==> src/rtl/spi_ctrl_pkg.sv <==
// Shared definitions for the SPI transfer scheduler.
// Contents:
//   SPI_BITS - bits shifted per byte by the spi_master
//   STATE_W  - width of the scheduler state encoding
//   state_t  - scheduler states (IDLE=0 .. GAP=4)
package spi_ctrl_pkg;

  localparam int SPI_BITS = 8;
  localparam int STATE_W  = 3;

  typedef enum logic [STATE_W-1:0] {
    ST_IDLE  = 3'd0,
    ST_FETCH = 3'd1,
    ST_LOAD  = 3'd2,
    ST_SHIFT = 3'd3,
    ST_GAP   = 3'd4
  } state_t;

endpackage

==> src/rtl/spi_xfer_scheduler_rr_arbiter.sv <==
// Round-robin requester picker, purely combinational.
// Ports:
//   req     - per-requester request bits
//   ptr     - index the upward scan starts from (wraps at N_REQ)
//   gnt_idx - first requesting index at or after ptr
//   any     - at least one request is present
module rr_arbiter #(
  parameter int N_REQ = 2
) (
  input  logic [N_REQ-1:0]         req,
  input  logic [$clog2(N_REQ)-1:0] ptr,
  output logic [$clog2(N_REQ)-1:0] gnt_idx,
  output logic                     any
);

  localparam int IDX_W = $clog2(N_REQ);
  localparam int KW    = IDX_W + 1;

  logic [KW-1:0] w_k;

  // Scan from the highest offset down so the smallest offset from ptr wins.
  always_comb begin
    gnt_idx = '0;
    any     = 1'b0;
    w_k     = '0;
    for (int i = N_REQ - 1; i >= 0; i--) begin
      w_k = {1'b0, ptr} + KW'(i);
      if (w_k >= KW'(N_REQ)) begin
        w_k = w_k - KW'(N_REQ);
      end else begin
        w_k = w_k;
      end
      if (req[w_k[IDX_W-1:0]]) begin
        gnt_idx = w_k[IDX_W-1:0];
        any     = 1'b1;
      end else begin
        any     = any;
      end
    end
  end

endmodule

==> src/rtl/spi_xfer_scheduler.sv <==
// Sequences a shared spi_master byte shifter between several requesters.
// One requester owns the shifter per packet (round-robin at packet
// boundaries); each byte is fetched, loaded for one cycle, then shifted for
// SPI_BITS cycles while start_o keeps chip-select asserted for the packet.
// Ports:
//   clk_i, areset_i           - clock, asynchronous active-high reset
//   req_valid/last/data_i     - per-requester byte streams (data k at [8k+7:8k])
//   req_ready_o               - one-hot accept to the granted requester
//   start_o, load_o, data_o   - spi_master controls
//   grant_o                   - current or last owner
//   busy_o, done_o, err_o     - not-idle, packet done pulse, stall abort pulse
module spi_xfer_scheduler
  import spi_ctrl_pkg::*;
#(
  parameter int N_REQ      = 2,
  parameter int GAP_CYCLES = 2,
  parameter int STALL_MAX  = 16
) (
  input  logic                     clk_i,
  input  logic                     areset_i,
  input  logic [N_REQ-1:0]         req_valid_i,
  input  logic [N_REQ-1:0]         req_last_i,
  input  logic [8*N_REQ-1:0]       req_data_i,
  output logic [N_REQ-1:0]         req_ready_o,
  output logic                     start_o,
  output logic                     load_o,
  output logic [SPI_BITS-1:0]      data_o,
  output logic [$clog2(N_REQ)-1:0] grant_o,
  output logic                     busy_o,
  output logic                     done_o,
  output logic                     err_o
);

  localparam int IDX_W     = $clog2(N_REQ);
  localparam int BIT_W     = $clog2(SPI_BITS);
  localparam int GAP_W     = (GAP_CYCLES > 1) ? $clog2(GAP_CYCLES) : 1;
  localparam int GAP_LIM   = GAP_CYCLES - 1;
  localparam int STALL_W   = (STALL_MAX > 1) ? $clog2(STALL_MAX) : 1;
  localparam int STALL_LIM = (STALL_MAX > 0) ? STALL_MAX - 1 : 0;

  state_t               r_state,  w_state_nx;
  logic [IDX_W-1:0]     r_grant,  w_grant_nx;
  logic [IDX_W-1:0]     r_rr_ptr, w_rr_nx;
  logic                 r_in_pkt, w_in_pkt_nx;
  logic                 r_last,   w_last_nx;
  logic [SPI_BITS-1:0]  r_data,   w_data_nx;
  logic [BIT_W-1:0]     r_bitcnt, w_bit_nx;
  logic [STALL_W-1:0]   r_stall,  w_stall_nx;
  logic [GAP_W-1:0]     r_gap,    w_gap_nx;

  logic                 r_start,  w_start_nx;
  logic                 r_load,   w_load_nx;
  logic [N_REQ-1:0]     r_ready,  w_ready_nx;
  logic                 r_busy,   w_busy_nx;
  logic                 r_done,   w_done_nx;
  logic                 r_err,    w_err_nx;

  logic [IDX_W-1:0]     w_arb_idx;
  logic                 w_arb_any;
  logic [IDX_W-1:0]     w_grant_inc;

  rr_arbiter #(.N_REQ(N_REQ)) u_arb (
    .req     (req_valid_i),
    .ptr     (r_rr_ptr),
    .gnt_idx (w_arb_idx),
    .any     (w_arb_any)
  );

  // Pointer the next arbitration starts from once the current owner is done.
  always_comb begin
    if (r_grant == IDX_W'(N_REQ - 1)) begin
      w_grant_inc = '0;
    end else begin
      w_grant_inc = r_grant + IDX_W'(1);
    end
  end

  // Next-state and datapath decisions.
  always_comb begin
    w_state_nx  = r_state;
    w_grant_nx  = r_grant;
    w_rr_nx     = r_rr_ptr;
    w_in_pkt_nx = r_in_pkt;
    w_last_nx   = r_last;
    w_data_nx   = r_data;
    w_bit_nx    = r_bitcnt;
    w_stall_nx  = r_stall;
    w_gap_nx    = r_gap;
    w_done_nx   = 1'b0;
    w_err_nx    = 1'b0;
    case (r_state)
      ST_IDLE: begin
        if (w_arb_any) begin
          w_state_nx  = ST_FETCH;
          w_grant_nx  = w_arb_idx;
          w_in_pkt_nx = 1'b0;
          w_stall_nx  = '0;
        end else begin
          w_state_nx  = ST_IDLE;
        end
      end
      ST_FETCH: begin
        if (req_valid_i[r_grant]) begin
          w_data_nx  = req_data_i[{r_grant, 3'b000} +: SPI_BITS];
          w_last_nx  = req_last_i[r_grant];
          w_state_nx = ST_LOAD;
          w_stall_nx = '0;
        end else if (r_in_pkt && (STALL_MAX > 0)) begin
          // Mid-packet starvation: CS is held, so bound how long we wait.
          if (r_stall == STALL_W'(STALL_LIM)) begin
            w_state_nx  = ST_GAP;
            w_err_nx    = 1'b1;
            w_rr_nx     = w_grant_inc;
            w_gap_nx    = '0;
            w_in_pkt_nx = 1'b0;
          end else begin
            w_stall_nx  = r_stall + STALL_W'(1);
          end
        end else begin
          w_state_nx = ST_FETCH;
        end
      end
      ST_LOAD: begin
        w_state_nx = ST_SHIFT;
        w_bit_nx   = '0;
      end
      ST_SHIFT: begin
        if (r_bitcnt == BIT_W'(SPI_BITS - 1)) begin
          if (r_last) begin
            w_state_nx  = ST_GAP;
            w_done_nx   = 1'b1;
            w_rr_nx     = w_grant_inc;
            w_gap_nx    = '0;
            w_in_pkt_nx = 1'b0;
          end else begin
            w_state_nx  = ST_FETCH;
            w_in_pkt_nx = 1'b1;
            w_stall_nx  = '0;
          end
        end else begin
          w_bit_nx = r_bitcnt + BIT_W'(1);
        end
      end
      ST_GAP: begin
        if (r_gap == GAP_W'(GAP_LIM)) begin
          w_state_nx = ST_IDLE;
        end else begin
          w_gap_nx   = r_gap + GAP_W'(1);
        end
      end
      default: begin
        w_state_nx  = ST_IDLE;
        w_in_pkt_nx = 1'b0;
      end
    endcase
  end

  // Output decode from the next state so every output leaves a flop.
  always_comb begin
    w_load_nx  = (w_state_nx == ST_LOAD);
    w_busy_nx  = (w_state_nx != ST_IDLE);
    // The first FETCH of a packet keeps CS high-gap; later FETCHes hold CS low.
    w_start_nx = (w_state_nx == ST_LOAD) || (w_state_nx == ST_SHIFT) ||
                 ((w_state_nx == ST_FETCH) && w_in_pkt_nx);
    if (w_state_nx == ST_FETCH) begin
      w_ready_nx = N_REQ'(1) << w_grant_nx;
    end else begin
      w_ready_nx = '0;
    end
  end

  // State, counters and registered outputs.
  always_ff @(posedge clk_i or posedge areset_i) begin
    if (areset_i) begin
      r_state  <= ST_IDLE;
      r_grant  <= '0;
      r_rr_ptr <= '0;
      r_in_pkt <= 1'b0;
      r_last   <= 1'b0;
      r_data   <= '0;
      r_bitcnt <= '0;
      r_stall  <= '0;
      r_gap    <= '0;
      r_start  <= 1'b0;
      r_load   <= 1'b0;
      r_ready  <= '0;
      r_busy   <= 1'b0;
      r_done   <= 1'b0;
      r_err    <= 1'b0;
    end else begin
      r_state  <= w_state_nx;
      r_grant  <= w_grant_nx;
      r_rr_ptr <= w_rr_nx;
      r_in_pkt <= w_in_pkt_nx;
      r_last   <= w_last_nx;
      r_data   <= w_data_nx;
      r_bitcnt <= w_bit_nx;
      r_stall  <= w_stall_nx;
      r_gap    <= w_gap_nx;
      r_start  <= w_start_nx;
      r_load   <= w_load_nx;
      r_ready  <= w_ready_nx;
      r_busy   <= w_busy_nx;
      r_done   <= w_done_nx;
      r_err    <= w_err_nx;
    end
  end

  assign req_ready_o = r_ready;
  assign start_o     = r_start;
  assign load_o      = r_load;
  assign data_o      = r_data;
  assign grant_o     = r_grant;
  assign busy_o      = r_busy;
  assign done_o      = r_done;
  assign err_o       = r_err;

endmodule

==> config.mk <==
export PLATFORM = sky130hd
export DESIGN_NAME = spi_xfer_scheduler
export DESIGN_NICKNAME = d
export VERILOG_FILES = /design/src/rtl/spi_ctrl_pkg.sv /design/src/rtl/spi_xfer_scheduler_rr_arbiter.sv /design/src/rtl/spi_xfer_scheduler.sv
export SDC_FILE = /design/constraint.sdc
export NUM_CORES = 1
export LEC_CHECK = 0
export CAP_MARGIN = 20
export CORE_UTILIZATION = 45
export DETAILED_ROUTE_END_ITERATION = 8
export PLACE_DENSITY = 0.71
export SLEW_MARGIN = 25
export SYNTH_ARGS = -nofsm -noshare
export SYNTH_HDL_FRONTEND = slang
export SYNTH_SLANG_ARGS = --single-unit
==> constraint.sdc <==
create_clock -name clk_i -period 2.1 [get_ports clk_i]
set_input_delay 0.42 -clock clk_i [delete_from_list [all_inputs] [get_ports clk_i]]
set_output_delay 0.42 -clock clk_i [all_outputs]
set_load 0.01 [all_outputs]
; After elaboration in Yosys (flattened, before gate mapping)
; Cells that the tools add are included.
[totals]
regBits = 30
inputBits = 22
output_inout_bits = 16
word_cells = 125
[op_classes]
add_sub_neg = 7
n_lt_le_gt_ge = 5
n_eq_ne = 19
shifts = 2
muxes = 62
reduce_logical = 15
[ops]
columns = cell, n
row1 = $mux W1, 42
row2 = $mux W4, 6
row3 = $mux W3, 7
row4 = $reduce_and A6 Y1, 3
row5 = $shiftx A16 B5 Y8, 1
row6 = $pmux W3 S5, 1
row7 = $ne A2 B2 Y1 const B, 7
row8 = $eq A3 B2 Y1 const B, 4
row9 = $pmux W4 S3, 1
row10 = $reduce_bool A3 Y1, 3
row11 = $eq A3 B1 Y1 const B, 2
row12 = $eq A3 B3 Y1 const B, 2
row13 = $lt A1 B2 Y1 const B, 3
row14 = $ne A3 B3 Y1 const B, 2
row15 = $pmux W3 S2, 1
row16 = $add A4 B1 Y4 const B, 1
row17 = $eq A4 B4 Y1 const B, 1
row18 = $pmux W1 S4, 1
row19 = $reduce_and A2 Y1, 2
row20 = $reduce_bool A2 Y1, 2
row21 = $add A3 B1 Y3 const B, 1
row22 = $logic_not A3 Y1, 1
row23 = $pmux W1 S3, 1
row24 = $add A1 B1 Y1 const B, 2
row25 = 11 further kinds, 13

; Longest topological paths before layout
[depth]
ltp_word = 12
ltp_mapped = 7
mapped_depth_nobuf = 7

; Cells and area by module
; A second synthesis with hierarchy kept.
[hier_totals]
hier_cells = 148
area_unflattened_um2 = 1515.2
[modules_own_cells]
columns = mod, instances, cells_each, area_per_inst_um2, seq_area_each_um2
row1 = spi_xfer_scheduler, 1, 145, 1497.7, 750.7
row2 = rr_arbiter, 1, 3, 17.5, 0.0

; Worst setup path after synthesis
; OpenSTA, ideal clock, no wires.
[synth_path]
kind = reg2reg
from = register r_state[1]
to = register r_stall[0]
setup_time_ns = 0.125
t_arrival_ns = 1.584
t_required_ns = 1.975
setup_slack_ns = 0.391
path_stages_with_launch = 7
path_buffers = 2
period_less_slack_ns = 1.709
cell_sequence = dfrtp_1 > buf_2 > or3b_1 > buf_6 > a211oi_4 > nor2_2 > mux2_4
[synth_via]
elab_chain_cells = 3
word_cells_on_any_way = 11
classes_between = eq/ne (7) / mux (1) / reduce/logical (3)
[synth_rtl]
columns = element, line_no
row1 = start: declaration, spi_xfer_scheduler.sv:41  ; state_t r_state, w_state_nx;
row2 = start signal: assignment, spi_xfer_scheduler.sv:191  ; r_state <= w_state_nx;
row3 = $eq A3 B1 Y1 (tied with other cells), spi_xfer_scheduler.sv:91  ; case (r_state)
row4 = $ne A3 B3 Y1 (no source line) (tied with other cells), n/a
row5 = $reduce_and A6 Y1 (no source line), n/a
row6 = end signal: assignment, spi_xfer_scheduler.sv:198  ; r_stall <= w_stall_nx;
row7 = end: declaration, spi_xfer_scheduler.sv:48  ; logic [STALL_W-1:0] r_stall, w_stall_nx;
; Parallel ways exist; a longest one is shown, timed or not.
; A chain may end at the register's enable or synchronous reset.

; Worst setup path after layout
[layout_path]
from = register r_bitcnt[1]
to = register r_stall[3]
[layout_via]
elab_chain_cells = 3
[layout_rtl]
columns = element, line_no
row1 = start: declaration, spi_xfer_scheduler.sv:47  ; logic [BIT_W-1:0] r_bitcnt, w_bit_nx;
row2 = start signal: assignment, spi_xfer_scheduler.sv:197  ; r_bitcnt <= w_bit_nx;
row3 = $eq A3 B3 Y1, spi_xfer_scheduler.sv:128  ; if (r_bitcnt == BIT_W'(SPI_BITS - 1)) begin
row4 = $ne A2 B2 Y1 (no source line), n/a
row5 = $reduce_and A6 Y1 (no source line), n/a
; Every way passes these cells.

==> impl_metrics.py <==
metrics = {
    "run_status": {
        "status": "finished, final reports clean",
    },
    "synthesis": {
        "syn_area_sq_um": 1485,
        "yosys_most_used_dff": "dfrtp_1",
        "netlist_instances": 138,
        "synth_fp_nets": 163,
        "synthArstFlopShare_pct": 100.0,
        "ys_warn_count": 0,
        "yosysUniqueCellTypes": 41,
        "synth_edf_count": 0,
        "syn_area_per_cell_sq_um": 10.76,
        "synth-seq-cells": 30,
        "ys_seq_area_share_pct": 50.55,
    },
    "setup_path": {
        "critical_path_buf_inv_count": 0,
        "path_cells": "ha_1 -> ha_1 -> nor2b_1 -> o221ai_2 -> or4_1 -> a21oi_1",
        "reg2regPathDepth": 6,
        "slowest_stage": "or4_1",
        "cp-end-kind": "flop",
        "arrival_ns": 2.18,
        "rr_startpoint": "r_bitcnt[1]$_DFFE_PP0P_",
        "slowest_delay_ns": 0.50,
        "startpoint_type": "flop",
        "crit_fanout": 7,
        "crit_required_ns": 2.35,
        "crit_family": "simple AND/OR/NAND/NOR gates",
        "r2r_end": "r_stall[3]$_DFFE_PP0P_",
        "cpMostUsedCell": "ha_1",
        "worst-r2r-setup-slack_ns": 0.17,
        "path_class": "reg2reg",
    },
    "global_route": {
        "busiest_layer": "met2",
        "grtUsageTotal_pct": 21.87,
        "grt_pass1_wl_microns": 5623,
        "grt_pass1_vias": 1283,
        "grt_max_degree": 31,
        "grt_use_met2_pct": 35.47,
        "grt_overflow": 0,
        "antenna_found_initial": 0,
        "grt_use_met3_pct": 6.550,
        "use_met1_pct": 24.86,
    },
    "timing": {
        "finalCritPeriodShare_pct": 91.97,
        "setup_ws_ns": 0.1686,
        "fin_crit_ns": 1.931,
        "setup_viol": 0,
        "finalHoldWorstSlack_ns": 0.4675,
        "slew_headroom_pct": 74.40,
        "hold_viol": 0,
        "slew_viol_final": 0,
        "worst_slew_pin_slew_ns": 0.3841,
        "fin_skew_ns": 0.01068,
        "max_freq_ghz": 0.5178,
        "grt_setup_unrepaired": "no",
    },
    "clock_network": {
        "h-tree-depth": 2,
        "cts_resized": 0,
        "clk_latency_ns": 0.33,
        "cts_buffer_depth": 2,
        "cts-root-buf": "clkbuf_4",
        "cts_hold_buf": 0,
        "numCtsBuffers": 5,
        "cts_tree": "done",
        "clk_pin_slew_ns": 0.09,
        "post_cts_buffers": 0,
        "clkSinkCount": 30,
    },
    "placed_design": {
        "port_buffers": 37,
        "post-dp-hpwl_microns": 2504,
        "place_area_sq_um": 1953,
        "globalplace.congestion": 0.9161,
        "placed_cells": 224,
        "place_ws_ns": -0.04099,
    },
    "floorplan": {
        "io_pins": 38,
        "core_sq_um": 3103,
        "row_count": 20,
        "die_h_microns": 59.45,
        "initial_core_util_pct": 47.86,
        "die_w_microns": 59.45,
        "fp.dieArea_sq_um": 3534,
    },
    "power": {
        "p_leak_nw": 0.9172,
        "pwr_density_cell_nw_per_um2": 1234,
        "ir_drop_mv": 0.6712,
    },
    "layout": {
        "finalNonFillerCells": 232,
        "drive_gt1_share_pct": 14.89,
        "nets": 212,
        "area_growth_pct": 35.55,
        "nFillCells": 284,
        "seq_area_sq_um": 750.7,
        "antenna_cells": 0,
        "final_area_sq_um": 2013,
        "multi_input_area_sq_um": 679.4,
    },
    "detailed_routing": {
        "wl_microns": 3315,
        "drtPass1Iterations": 5,
        "dr.first_iter.drc_count": 79,
        "post-route-drc-count": 0,
        "drtAntennaViolNets": 0,
        "wl_per_cell_microns": 14.29,
        "vias_per_cell": 5.405,
        "vias": 1254,
    },
    "hold_path": {
        "hold_class": "in2async",
    },
    "job": {
        "drv_cap": 0,
    },
}
==> worst max-delay path by stage <==
stage,start,to,slack (ns),cells after the start
2_1_floorplan,r_state[1]$_DFF_PP0_,r_stall[0]$_DFFE_PP0P_,0.39,6
3_3_place_gp,req_valid_i[0],busy_o$_DFF_PP0_,0.03,6
3_5_place_dp,req_valid_i[0],busy_o$_DFF_PP0_,-0.04,6
4_1_cts,grant_o$_DFF_PP0_,grant_o,0.15,2
5_1_grt,r_bitcnt[1]$_DFFE_PP0P_,r_stall[3]$_DFFE_PP0P_,0.04,6
6_report,r_bitcnt[1]$_DFFE_PP0P_,r_stall[3]$_DFFE_PP0P_,0.17,6
==> cells in the mapped netlist, types with 2 or more instances <==
cell type / number / share of area (%)
buf_2: 2 / 0.67
a22o_1: 2 / 1.2
o21ai_0: 2 / 0.67
nor2_1: 13 / 3.3
mux2i_1: 11 / 7.4
nand3_1: 3 / 1.0
or3_1: 2 / 0.84
inv_1: 5 / 1.3
a21oi_1: 14 / 4.7
nand2_1: 7 / 1.8
dfrtp_1: 30 / 51
mux2_4: 2 / 2.0
a31oi_1: 2 / 0.84
o31ai_1: 3 / 1.5
nor3_1: 7 / 2.4
and3_1: 2 / 0.84
nor2b_1: 3 / 1.3
ha_1: 3 / 2.5
nand3b_1: 2 / 1.0
nor2_2: 2 / 0.84
==> power by group <==
group | total [mW] | switching, mW | internal [mW]
Sequential | 0.895 | 0.120 | 0.775
Clock | 0.355 | 0.193 | 0.162
Combinational | 1.23 | 0.611 | 0.624
==> state kept, by name, summed over array words and instances (netlist names), 2 cells and up <==
register,count
r_stall,4
r_state,3
req_ready_o,2
r_bitcnt,3
data_o,8
==> area by class of cell <==
cell class	instances	share of cell area, %
clock buffer	7	2.735
multi-input combinational	97	33.75
inverter	6	1.119
tap	44	2.735
sequential	30	37.29
timing repair buffer	47	22.13
clock inverter	1	0.2486
==> worst min-delay path: cells and delay by family <==
family | cells | cell delay [ns]
buffers and inverters | 3 | 0.80
==> metal layers <==
layer,up-vias,part of all wire [%]
li1,602,-
met1,584,40
met2,55,50
met3,13,7.9
met4,0,3.0
met5,-,0
==> cell families (layout without fill, tap and decap cells) <==
logic type / after synthesis / count (layout) / synth area share, %
buffers and inverters: 11 / 61 / 3.707
AOI/OAI and AO/OA: 34 / 34 / 16.93
and+or+nand+nor: 46 / 46 / 16.09
muxes: 14 / 14 / 10.19
adders and majority gates: 3 / 3 / 2.528
DFF: 30 / 30 / 50.55
==> metrics by stage <==
step | power (mW) | util [%] | TNS, ns
after floorplan | 1.641 | - | 0
after global placement | 2.079 | 62.94 | 0
after CTS | 2.504 | 64.88 | 0
after global routing | 2.651 | 64.88 | 0
after detailed placement | 2.142 | 62.94 | -0.05465
final | 2.485 | 64.88 | 0
==> layout by cell type (no fill, tap or decap), types with 3 or more instances in the layout <==
| master | count |
|---|---|
| nor3_1 | 7 |
| clkbuf_4 | 5 |
| inv_1 | 5 |
| clkdlybuf4s50_1 | 37 |
| nor2_1 | 13 |
| ha_1 | 3 |
| nand3_1 | 3 |
| nand2_1 | 7 |
| dfrtp_1 | 30 |
| o31ai_1 | 3 |
| nor2b_1 | 3 |
| mux2i_1 | 11 |
| buf_4 | 10 |
| a21oi_1 | 14 |
(Power assumes the default switching activity.)
